<file path="config.mk">
export PLATFORM = sky130hd
export DESIGN_NAME = ai_sector_loader
export DESIGN_NICKNAME = d
export VERILOG_FILES = /design/src/rtl/ai_sector_loader.sv
export SDC_FILE = /design/constraint.sdc
export NUM_CORES = 1
export LEC_CHECK = 0
export ABC_AREA = 1
export BUFFER_PORTS_ARGS = -buffer_cell sky130_fd_sc_hd__buf_4
export CAP_MARGIN = 20
export CORE_MARGIN = 1
export CORE_UTILIZATION = 45
export DETAILED_ROUTE_END_ITERATION = 12
export GPL_ROUTABILITY_DRIVEN = 0
export SKIP_CTS_REPAIR_TIMING = 1
export SYNTH_ARGS = -nofsm -noshare
export SYNTH_HDL_FRONTEND = slang
export SYNTH_SLANG_ARGS = --single-unit
export TNS_END_PERCENT = 20
</file>
<file path="constraint.sdc">
create_clock -name clk -period 5.3 [get_ports clk]
set_input_delay 1.59 -clock clk [delete_from_list [all_inputs] [get_ports clk]]
set_output_delay 1.59 -clock clk [all_outputs]
set_load 0.005 [all_outputs]
</file>
<file path="src/rtl/ai_sector_loader.sv">
`timescale 1ns/1ps
`default_nettype none
// ============================================================================
//  Module      : ai_sector_loader
//  Description : Reads a stored reference pattern through an Avalon-MM
//                pipelined read master, unpacks 32-bit words into signed
//                24-bit samples (optional 2x int16 packing), clamps them to
//                +/-max and streams them out over valid/ready with last.
//  Revision    : 1.0  initial release
// ============================================================================
module ai_sector_loader #(
  parameter int SECTOR_LOG2 = 8,
  parameter int FIFO_DEPTH  = 8
) (
  input  logic        clk,
  input  logic        rst,
  input  logic        init,
  input  logic [31:0] base_addr,
  input  logic [15:0] load_sector,
  input  logic [15:0] load_len,
  input  logic        compress,
  input  logic [23:0] max,
  output logic [31:0] avm_address,
  output logic        avm_read,
  input  logic        avm_waitrequest,
  input  logic [31:0] avm_readdata,
  input  logic        avm_readdatavalid,
  output logic [23:0] out_data,
  output logic        out_valid,
  input  logic        out_ready,
  output logic        out_last,
  output logic        busy,
  output logic        done
);

  localparam int PTR_W = $clog2(FIFO_DEPTH);
  localparam int CNT_W = PTR_W + 1;
  localparam logic [CNT_W:0] DEPTH_OCC = (CNT_W+1)'(FIFO_DEPTH);

  typedef enum logic [1:0] {
    S_IDLE  = 2'd0,
    S_RUN   = 2'd1,
    S_DRAIN = 2'd2,
    S_DONE  = 2'd3
  } state_t;

  state_t            state;
  logic [15:0]       len_q;
  logic [15:0]       issued;
  logic              compress_q;
  logic [23:0]       max_q;
  logic [CNT_W-1:0]  inflight;
  logic [CNT_W-1:0]  fifo_count;
  logic [PTR_W-1:0]  wr_ptr;
  logic [PTR_W-1:0]  rd_ptr;
  logic [31:0]       fifo_mem [FIFO_DEPTH];
  logic              half;
  logic [16:0]       sample_cnt;

  logic              accept;
  logic              push;
  logic              fire;
  logic              pop;
  logic              can_issue;
  logic [15:0]       issued_after;
  logic [CNT_W:0]    occ_next;
  logic [16:0]       total;
  logic [31:0]       head;
  logic [31:0]       start_addr;
  logic signed [23:0] raw;
  logic signed [23:0] clamped;
  logic signed [23:0] max_s;
  logic signed [23:0] neg_max;

  assign accept       = avm_read & ~avm_waitrequest;
  // Data returning with no read outstanding (e.g. after a reset) is dropped.
  assign push         = avm_readdatavalid & (inflight != '0);
  assign out_valid    = (fifo_count != '0);
  assign fire         = out_valid & out_ready;
  // A word leaves the buffer only once its final sample has been taken.
  assign pop          = fire & (~compress_q | half);
  assign issued_after = issued + 16'(accept);
  // Occupancy counts reads in flight as reserved slots, so the buffer can never overflow.
  assign occ_next     = (CNT_W+1)'(inflight) + (CNT_W+1)'(fifo_count)
                      + (CNT_W+1)'(accept) - (CNT_W+1)'(pop);
  assign can_issue    = (issued_after < len_q) && (occ_next < DEPTH_OCC);
  assign total        = compress_q ? {len_q, 1'b0} : {1'b0, len_q};
  assign head         = fifo_mem[rd_ptr];
  assign start_addr   = base_addr + (32'(load_sector) << (SECTOR_LOG2 + 2));

  // Unpack the head word into the current sample and clamp it to +/-max.
  always_comb begin
    raw = head[23:0];
    if (compress_q) begin
      raw = half ? {{8{head[31]}}, head[31:16]} : {{8{head[15]}}, head[15:0]};
    end
    max_s   = $signed(max_q);
    neg_max = -max_s;
    clamped = raw;
    if (max_q != 24'd0) begin
      if (raw > max_s) begin
        clamped = max_s;
      end else if (raw < neg_max) begin
        clamped = neg_max;
      end
    end
  end

  assign out_data = out_valid ? $unsigned(clamped) : 24'd0;
  assign out_last = out_valid & (sample_cnt == (total - 17'd1));

  // Word buffer storage; contents are only meaningful below fifo_count.
  always_ff @(posedge clk) begin
    if (push) begin
      fifo_mem[wr_ptr] <= avm_readdata;
    end
  end

  // Control: state machine, read issue, in-flight/buffer accounting, stream position.
  always_ff @(posedge clk or negedge rst) begin
    if (!rst) begin
      state       <= S_IDLE;
      len_q       <= '0;
      issued      <= '0;
      compress_q  <= 1'b0;
      max_q       <= '0;
      inflight    <= '0;
      fifo_count  <= '0;
      wr_ptr      <= '0;
      rd_ptr      <= '0;
      half        <= 1'b0;
      sample_cnt  <= '0;
      avm_address <= '0;
      avm_read    <= 1'b0;
      busy        <= 1'b0;
      done        <= 1'b0;
    end else begin
      inflight   <= inflight + CNT_W'(accept) - CNT_W'(push);
      fifo_count <= fifo_count + CNT_W'(push) - CNT_W'(pop);
      wr_ptr     <= wr_ptr + PTR_W'(push);
      rd_ptr     <= rd_ptr + PTR_W'(pop);
      if (fire) begin
        sample_cnt <= sample_cnt + 17'd1;
        if (compress_q) begin
          half <= ~half;
        end
      end

      case (state)
        S_IDLE: begin
          done <= 1'b0;
          if (init) begin
            len_q       <= load_len;
            compress_q  <= compress;
            max_q       <= max;
            issued      <= '0;
            sample_cnt  <= '0;
            half        <= 1'b0;
            avm_address <= start_addr;
            busy        <= 1'b1;
            if (load_len == 16'd0) begin
              state <= S_DONE;
              done  <= 1'b1;
            end else begin
              state    <= S_RUN;
              avm_read <= 1'b1;
            end
          end
        end
        S_RUN: begin
          if (accept) begin
            issued      <= issued_after;
            avm_address <= avm_address + 32'd4;
          end
          // A stalled request keeps its read and address until accepted.
          if (!(avm_read && avm_waitrequest)) begin
            avm_read <= can_issue;
          end
          if (issued == len_q) begin
            state <= S_DRAIN;
          end
        end
        S_DRAIN: begin
          if ((inflight == '0) && (fifo_count == '0) && (sample_cnt == total)) begin
            state <= S_DONE;
            done  <= 1'b1;
          end
        end
        S_DONE: begin
          done  <= 1'b0;
          busy  <= 1'b0;
          state <= S_IDLE;
        end
        default: begin
          state <= S_IDLE;
        end
      endcase
    end
  end

endmodule
`default_nettype wire
</file>
==> impl_results.md <==
- Status: finished, violations left
- Failing checks: setup timing
- Ratio of cells with drive above 1 in the final layout: 0.255
- DR pass1 iterations: 5
- CTS tree: built
- Iteration-0 DRC Markers: about 1700
- Final period utilization: 1.10
- Nets@finish: 2918
- Count of final setup violators: 24
- Pwr dens: 600 nW/um^2
- Synth Area in Compound Gates: 0.114
- CTS max path bufs: 3
- GR Util All Layers: 0.242
- Slowest cell on the critical path: dfrtp_4
- Leading post-synthesis cells by cell area: edfxtp_1 (36%), dfrtp_1 (15%), nand2_1 (8.0%), ha_1 (6.4%), nand3_1 (5.0%)
- Design Area, Final: about 28000 um^2
- FILL cells: approximately 4000
- Post-Synth Adder-Cell Area: 0.0671
- Rows: a little under 80
- Unrepaired setup endpoints after global routing: yes
- # IOs: ~190
- Post-Syn Nets: about 2600
- Post-Synthesis Cells: 2386
- Clk_lat worst skew: ~0.6 ns
- Max layer used: met5
- Ys async rst share: 0.330
- Root buffer cell: clkbuf_16
- Worst Skew: 0.0128 ns
- Main combinational cell family by area after synthesis: simple AND/OR/NAND/NOR gates
- First-pass GRT wire length: ~94 mm
- H-tree Lvls: 2
- CTS Buf Count: 43
- Final Power: 16.6 mW
- Crit path time final: 5.84 ns
- Detail Route met3 WL: approximately 4.3 mm
- Crit path setup slack, layout: -0.537 ns
- Die width: 221 um
- Post-Synth XOR/XNOR Area: 0.0393
- Simple-gate share of the synthesized area: 0.212
- Worst VDD drop: between 300 and 400 uV
- #FFs+latches synth: 382
- Starting Density: 0.460
- EDFF count, synth: 256
- Max incr delay on CP: about 0.55 ns
- Final hold violation count: 0
- Post-synth top area cell: edfxtp_1
- DIE HEIGHT: roughly 220 um
- Number of global-route vias before repair: 17061
- Wire length on met2: 29.8 mm
- Mux contribution to synthesized area: 0
- Synth top area share: 0.356
- HPWL Detailed: a little over 40 mm
- Pin count of the biggest net entering global routing: 103
- Critical path cell sequence: buf_8, clkbuf_16, a21oi_4, a221oi_2, or3_4, nand2_4, inv_4, ha_1, a21oi_2, o21ai_0, nand3_1, a21oi_1, o21ai_1, nand3_1, nand2_2, nand3_4, buf_6, buf_6, nor2_1, nor2_1, a21oi_2, buf_4
- Yosys warns: 0
- Drt wl/cell: between 15 and 20 um
- # DRC: 0
- Worst Hold Class: reg2reg
- M1 WL: 28.7 mm
- Crit path max-delay family: simple AND/OR/NAND/NOR gates
- Routed WL: 64.0 mm
- Leak: 12.0 nW
- Max frequency: 0.171 GHz
- Slew HR: 0.327
- Crit Path Class: reg2out
- Via count: 18266
- Netlist Area Pre-Place: approximately 22000 um^2
- CORE AREA: 47000 um^2
- Syn_area_per_cell: slightly above 9 um^2
- Antenna Violating Nets Remaining: 0
- Die Area: roughly 50000 um^2
- Final hold slack: 0.484 ns
- Max cap viols: 0
- Vias per cell: 5.51
- Worst EP required: around 3.7 ns
- Critical Path Fanout Max: 7
- Clock tree sinks: ~380
- Crit path DAT: ~4.3 ns
- Measured slew at the worst slew-check pin: 1.01 ns
- IO Port Bufs: 187
- Sequential area share after synthesis: 0.502
- Initial antenna violation count: 2
- Placed Area: roughly 24000 um^2
- Synth Flop Type: edfxtp_1
- Post-synthesis cell type count: approximately 60
- Crit start category: register
- Max Slew Vio Count: 0
- Clock slew at reported path FFs: 0.06 ns
- Layout area overhead: 28.4%
- WP buf/inv: 6
- Total gr overflow: 0
- Post-Layout Cell Count: 3317
- # placed instances: 3176
- Crit. End Element: output port
==> layer usage <==
layer	vias to the layer above	GRT usage
li1	8781	-
met1	8802	0.341
met2	590	0.383
met3	91	0.0432
met4	2	0.0645
met5	-	0
==> stage by stage <==
step / TNS, ns / setup slack (ns) / util
final: -11.12 / -0.537 / 0.590
after global routing: -15.08 / -0.699 / 0.590
after CTS: -19.20 / -0.862 / 0.547
after detailed placement: -3.21 / -0.193 / 0.517
after global placement: -2.65 / -0.193 / 0.517
after floorplan: 0 / 0.477 / -
==> registers in the layout, indices dropped and copies added, names as in the netlist <==
signal / flops
avm_address: 32
wr_ptr: 3
len_q: 16
inflight: 4
issued: 16
compress_q: 1
fifo_count: 4
half: 1
sample_cnt: 17
fifo_mem: 256
state: 2
done: 1
rd_ptr: 3
busy: 1
max_q: 24
avm_read: 1
==> power by group <==
| group | internal [mW] | switching, mW |
|---|---|---|
| sequential | 3.61 | 0.166 |
| combinational | 4.35 | 5.47 |
| clock | 1.76 | 1.29 |
==> tightest hold or removal path: stages (launching register included) <==
cell and delay (ns):
dfrtp_1 0.35, nand2_1 0.05, nand2_1 0.05
==> final timing paths <==
| kind | from | cells past startpoint | to | slack [ns] |
|---|---|---|---|---|
| min reg2reg | done | 2 | done | 0.48 |
| max | rd_ptr[0] | 22 | out_data[2] | -0.54 |
| min | done | 2 | done | 0.48 |
| min in group asynchronous | rst | 1 | max_q[7] | 1.12 |
| max reg2reg | avm_read | 20 | avm_read | 1.49 |
| max in group asynchronous | rst | 2 | avm_address[22] | 3.15 |
==> cells in the mapped netlist, drive strengths merged (2+ instances only) <==
| cell | number |
|---|---|
| a21boi | 2 |
| a21o | 3 |
| a21oi | 152 |
| a221oi | 16 |
| a22oi | 3 |
| a31oi | 11 |
| a32o | 2 |
| buf | 46 |
| clkbuf | 57 |
| dfrtp | 126 |
| edfxtp | 256 |
| fa | 3 |
| ha | 111 |
| inv | 244 |
| nand2 | 471 |
| nand3 | 248 |
| nand3b | 4 |
| nand4 | 22 |
| nor2 | 204 |
| nor3 | 24 |
| nor3b | 5 |
| nor4 | 12 |
| o211ai | 4 |
| o21a | 10 |
| o21ai | 199 |
| o21bai | 3 |
| o221ai | 9 |
| o22ai | 17 |
| o31ai | 4 |
| or2 | 3 |
| or3 | 7 |
| xnor2 | 27 |
| xor2 | 70 |
==> kinds of logic after synthesis <==
logic type,count (synthesis)
flops,382
fa+ha+maj,114
compound gates,443
buf+inv,348
xor+xnor,97
simple gates,1002
==> layout by cell type, fill, tap and decap left out, types with 66 or more instances in the layout <==
master    synthesis  final
nand2_1         459    424
buf_4             6    289
edfxtp_1        256    256
inv_1           232    217
nand3_1         217    184
nor2_1          190    170
o21ai_0         166    135
dfrtp_1         126    124
a21oi_1         152    110
ha_1            111     94
xor2_1           70     66
==> area by class of cell <==
| type | instances | area (um^2) | share of cell area |
|---|---|---|---|
| antenna | 1 | 2.50 | 0.0000903 |
| clock buffer | 57 | 1160 | 0.0418 |
| clock inverter | 20 | 278 | 0.0100 |
| inverter | 245 | 950 | 0.0343 |
| multi-input combinational | 1657 | 10500 | 0.379 |
| sequential | 382 | 10800 | 0.391 |
| tap | 607 | 759 | 0.0274 |
| timing repair buffer | 346 | 3190 | 0.115 |
| timing repair inverter | 2 | 27.5 | 0.000993 |
Power figures use the tool's default switching activity.
